File: src/rtl/edge_det_pkg.sv
// Shared types and helpers for the multi-channel edge detector.
package edge_det_pkg;

  typedef enum logic [1:0] {
    EDGE_OFF  = 2'b00,
    EDGE_RISE = 2'b01,
    EDGE_FALL = 2'b10,
    EDGE_BOTH = 2'b11
  } edge_mode_e;

  // Filter counter width; never below one bit so the bypass build still elaborates.
  function automatic int cnt_width(input int cycles);
    return (cycles < 1) ? 1 : $clog2(cycles + 1);
  endfunction

endpackage

File: src/rtl/edge_det_channel.sv
// One channel: synchroniser, optional stability filter, edge detect, mode gating, sticky flag.
module edge_det_channel
  import edge_det_pkg::*;
#(
  parameter int SYNC_STAGES   = 2,
  parameter int FILTER_CYCLES = 0
) (
  input  logic       clk,
  input  logic       rst,
  input  logic       sig_in,
  input  edge_mode_e mode,
  input  logic       clr,
  output logic       sig_filt,
  output logic       edge_pulse,
  output logic       edge_rise,
  output logic       sticky,
  output logic       sticky_nxt
);

  logic [SYNC_STAGES-1:0] r_sync;
  logic                   w_synced;
  logic                   w_filt;
  logic                   r_prev;
  logic                   r_pulse;
  logic                   r_rise;
  logic                   r_sticky;
  logic                   w_rise;
  logic                   w_fall;
  logic                   w_evt;

  always_ff @(posedge clk or negedge rst) begin
    if (!rst) r_sync <= '0;
    else      r_sync <= {r_sync[SYNC_STAGES-2:0], sig_in};
  end

  assign w_synced = r_sync[SYNC_STAGES-1];

  generate
    if (FILTER_CYCLES > 0) begin : g_filt
      localparam int            CW      = cnt_width(FILTER_CYCLES);
      localparam logic [CW-1:0] LP_LAST = CW'(FILTER_CYCLES - 1);
      logic [CW-1:0] r_cnt;
      logic          r_filt;

      // The level only moves after FILTER_CYCLES consecutive disagreeing samples.
      always_ff @(posedge clk or negedge rst) begin
        if (!rst) begin
          r_cnt  <= '0;
          r_filt <= 1'b0;
        end else if (w_synced == r_filt) begin
          r_cnt  <= '0;
        end else if (r_cnt == LP_LAST) begin
          r_cnt  <= '0;
          r_filt <= w_synced;
        end else begin
          r_cnt  <= r_cnt + 1'b1;
        end
      end

      assign w_filt = r_filt;
    end else begin : g_bypass
      assign w_filt = w_synced;
    end
  endgenerate

  assign w_rise = w_filt & ~r_prev;
  assign w_fall = ~w_filt & r_prev;

  always_comb begin
    w_evt = 1'b0;
    case (mode)
      EDGE_RISE: w_evt = w_rise;
      EDGE_FALL: w_evt = w_fall;
      EDGE_BOTH: w_evt = w_rise | w_fall;
      default:   w_evt = 1'b0;
    endcase
  end

  // A new event outranks a coincident clear.
  assign sticky_nxt = w_evt | (r_sticky & ~clr);

  always_ff @(posedge clk or negedge rst) begin
    if (!rst) begin
      r_prev   <= 1'b0;
      r_pulse  <= 1'b0;
      r_rise   <= 1'b0;
      r_sticky <= 1'b0;
    end else begin
      r_prev   <= w_filt;
      r_pulse  <= w_evt;
      r_rise   <= w_evt & w_rise;
      r_sticky <= sticky_nxt;
    end
  end

  assign sig_filt   = w_filt;
  assign edge_pulse = r_pulse;
  assign edge_rise  = r_rise;
  assign sticky     = r_sticky;

endmodule

File: src/rtl/multi_edge_detector.sv
// N-channel edge detector with a registered interrupt formed from the sticky flags.
module multi_edge_detector
  import edge_det_pkg::*;
#(
  parameter int NUM_CH        = 4,
  parameter int SYNC_STAGES   = 2,
  parameter int FILTER_CYCLES = 0
) (
  input  logic                  clk,
  input  logic                  rst,
  input  logic [NUM_CH-1:0]     sig_in,
  input  logic [2*NUM_CH-1:0]   mode,
  input  logic [NUM_CH-1:0]     clr,
  output logic [NUM_CH-1:0]     sig_filt,
  output logic [NUM_CH-1:0]     edge_pulse,
  output logic [NUM_CH-1:0]     edge_rise,
  output logic [NUM_CH-1:0]     sticky,
  output logic                  irq
);

  logic [NUM_CH-1:0] w_sticky_nxt;
  logic              r_irq;

  for (genvar i = 0; i < NUM_CH; i++) begin : g_ch
    edge_det_channel #(
      .SYNC_STAGES  (SYNC_STAGES),
      .FILTER_CYCLES(FILTER_CYCLES)
    ) u_ch (
      .clk       (clk),
      .rst       (rst),
      .sig_in    (sig_in[i]),
      .mode      (edge_mode_e'(mode[2*i +: 2])),
      .clr       (clr[i]),
      .sig_filt  (sig_filt[i]),
      .edge_pulse(edge_pulse[i]),
      .edge_rise (edge_rise[i]),
      .sticky    (sticky[i]),
      .sticky_nxt(w_sticky_nxt[i])
    );
  end

  // irq is a flop fed from the next-state sticky vector, so it tracks sticky with no lag.
  always_ff @(posedge clk or negedge rst) begin
    if (!rst) r_irq <= 1'b0;
    else      r_irq <= |w_sticky_nxt;
  end

  assign irq = r_irq;

endmodule

File: config.mk
export PLATFORM = sky130hd
export DESIGN_NAME = multi_edge_detector
export DESIGN_NICKNAME = d
export VERILOG_FILES = /design/src/rtl/edge_det_pkg.sv /design/src/rtl/edge_det_channel.sv /design/src/rtl/multi_edge_detector.sv
export SDC_FILE = /design/constraint.sdc
export NUM_CORES = 1
export LEC_CHECK = 0
export ABC_AREA = 1
export BUFFER_PORTS_ARGS = -buffer_cell sky130_fd_sc_hd__buf_2
export CORE_MARGIN = 5
export CORE_UTILIZATION = 41
export CTS_CLUSTER_SIZE = 24
export DETAILED_ROUTE_END_ITERATION = 10
export PLACE_DENSITY = 0.7
export REMOVE_ABC_BUFFERS = 1
export SLEW_MARGIN = 30
export SYNTH_ARGS = -nofsm -noshare
export SYNTH_HDL_FRONTEND = slang
export SYNTH_HIERARCHICAL = 1
export SYNTH_SLANG_ARGS = --single-unit
File: constraint.sdc
create_clock -name clk -period 1.1 [get_ports clk]
set_input_delay 0.22 -clock clk [delete_from_list [all_inputs] [get_ports clk]]
set_output_delay 0.22 -clock clk [all_outputs]
set_load 0.02 [all_outputs]
==> run summary <==
clk slew on worst S/H paths - 0.12 ns
setup_tns - -1.22 ns
number of DRC markers in iteration 0 - 9
unrepaired setup endpoints after global routing - yes
mapped cell area - 1010 um2
Setup CP Type - reg -> reg
RePlAce Congestion - 0.770
worst min-delay path class - in -> reg
drt wl/cell - 10.3 um
IO Pins - 35
P_sw - 0.000472 W
Final Total Pwr - 0.00178 W
final worst setup slack - -0.150 ns
Buffers on Ports - 34
DR top layer - met3
post-route cell area - 1470 um2
first-pass GRT wire length - 2820 um
Via Count - 749
Clock Power Share - 21.2%
CTS root buffer - clkbuf_4
top-area cell type share of the netlist area - 62.1%
# diodes - 0
Setup Viol. Count Final - 15
Final Util - 61.0%
Synth-to-Final Area Change - 45.8%
H-tree Lvls - 1
Routed Antenna Nets - 0
most used flip-flop cell after synthesis - dfrtp_1
register area - 626 um2
WL final - 1840 um
Via density - 4.18
initial antenna violation count - 0
Clk Latency, worst-skew pair - 0.30 ns
worst slew pin tran - 0.519 ns
Sequential Power Share - 56.7%
Starting Density - 41.8%
GRT Overall Usage - 10.6%
Final Slew Violations - 0
average size of a mapped cell - 10.5 um2
Final Non-Filler Cells - 179
Pre-antenna DRT Iters - 2
CTS tree - done
fillers - 200
Die Wd - 59.6 um
placed cell area - 1280 um2
Post-synth EDFFs - 0
Congestion Overflow GR - 0
core area - 2410 um2
pwr/cell area - 1210 nW/um2
total leakage power - 0.842 nW
Switching Share - 26.6%
post-synthesis sequential area ratio - 62.1%
Fmax - 800 MHz
NumNets Final - 176
site row count - 18
CTS Buf Count - 3
final worst path period need - 1.25 ns
Num Clock Sinks - 25
largest net degree at the start of global routing - 26
Worst EP arrival - 1.45 ns
Slew headroom - 65.4%
Max VDD drop - 952 uV
max-cap violations - 0
Hold Vio Cnt, Final - 0
metal2 WL - 1030 um
cell count after synthesis - 96
status - finished, violations left
layout cells sized above 1 - 51.7%
combinational power share - 22.0%
ys async rst share - 100%
dpl cells - 169
Setup crit end kind - register
area occupied by multi-input gates - 322 um2
number of global-route vias before repair - 749
Residual DRC - 0
DR WL met3 - 137 um
Seq cells post-synth - 25
Die H - 59.6 um
post-synth top area cell - dfrtp_1
CP required - 1.30 ns
startpoint types - register
top-count cell post-synth - inv_1
synth unique cells - 8
DP HPWL - 1330 um
Pint - 0.00131 W
die area - 3550 um2
met1 wire length - 666 um
synth top area cells - dfrtp_1, inv_1, ha_1
failing checks - negative setup slack
top cells by count, synth - inv_1, dfrtp_1, nand2_1
maximum clock path buffer count - 2
critical-path maximum fanout - 3
final period utilization - 114%
Yosys warnings - 6
clk_skew - 0.00700 ns
[worst max-delay path, stage by stage (launching register included)]
cell,delay (ns)
dfrtp_1,0.39
inv_1,0.05
ha_1,0.27
inv_1,0.04
nand2_1,0.07
nand3_2,0.07
nand2_2,0.08
nand2_2,0.06
nor2_2,0.08
nand2_1,0.05
[layout by cell type, fill, tap and decap left out]
master         count
ha_1               7
buf_4             11
o21bai_2           4
inv_1             24
nand2_1           13
buf_2             25
ha_2               1
nor2_2             5
dlygate4sd3_1      1
nand3_2            4
clkbuf_4           3
inv_2              4
dfrtp_1           25
buf_6             12
clkbuf_1           1
nor2_1             1
nand2_2            8
[stage by stage]
step | hold slack [ns] | setup slack, ns
floorplan | -0.0756 | -0.218
global placement | 0.228 | -0.138
detailed placement | 0.225 | -0.169
CTS | 0.00343 | -0.158
global route | 0.00133 | -0.271
finish | 0.0132 | -0.150
[power by group through the flow]
| stage | clock network (W) | logic, W | registers (W) |
|---|---|---|---|
| finish | 0.000378 | 0.000392 | 0.00101 |
| global route | 0.000430 | 0.000433 | 0.00102 |
| CTS | 0.000396 | 0.000355 | 0.00101 |
| detailed placement | 0 | 0.000304 | 0.00102 |
| global placement | 0 | 0.000298 | 0.00102 |
| floorplan | 0 | 0.0000988 | 0.00108 |
[flip-flops by register name, summed over array words and instances, names as in the netlist]
signal	flops
g_ch.u_ch/r_sync	8
g_ch.u_ch/edge_pulse	4
g_ch.u_ch/edge_rise	4
g_ch.u_ch/r_prev	4
g_ch.u_ch/sticky	4
irq	1
[final cells by class]
cell class	instances	share of cell area [%]
Clock buffer	4	1.79
Inverter	28	7.16
Multi-Input combinational cell	43	21.9
Sequential cell	25	42.6
Tap cell	30	2.56
Timing Repair Buffer	49	24.0
[cells by family after synthesis]
kind of cell,Yosys count,synth area share (%)
buffers and inverters,28,10.4
and+or+nand+nor,31,13.0
DFF,25,62.1
AOI/OAI and AO/OA,4,4.47
adders and majority gates,8,9.94
[what timing repair did]
action	CTS	global route
gates cloned	0	0
resized for setup	22	17
buffers inserted	4	1
setup endpoints to repair	16	22
pin swaps	8	5
hold buffers	1	0
endpoints found under the hold margin	25	0
[worst paths after layout]
path,end,start,slack [ns],depth (start not counted)
worst max-delay path,irq,g_ch[3].u_ch/r_sync[1],-0.15,9
worst min-delay path,g_ch[3].u_ch/r_sync[0],sig_in[3],0.01,1
worst max register to register,irq,g_ch[3].u_ch/r_sync[1],-0.15,9
worst min register to register,g_ch[1].u_ch/r_sync[1],g_ch[1].u_ch/r_sync[0],0.36,0
max in group asynchronous,g_ch[1].u_ch/r_sync[1],rst,0.34,2
min in group asynchronous,g_ch[0].u_ch/r_prev,rst,0.41,2
[per-layer routing]
metal	up-vias	track usage [%]
met1	348	11.7
met5	-	0
li1	381	-
met3	0	2.18
met2	20	20.3
met4	0	2.85
No activity file was read; power rests on OpenSTA's default activity.
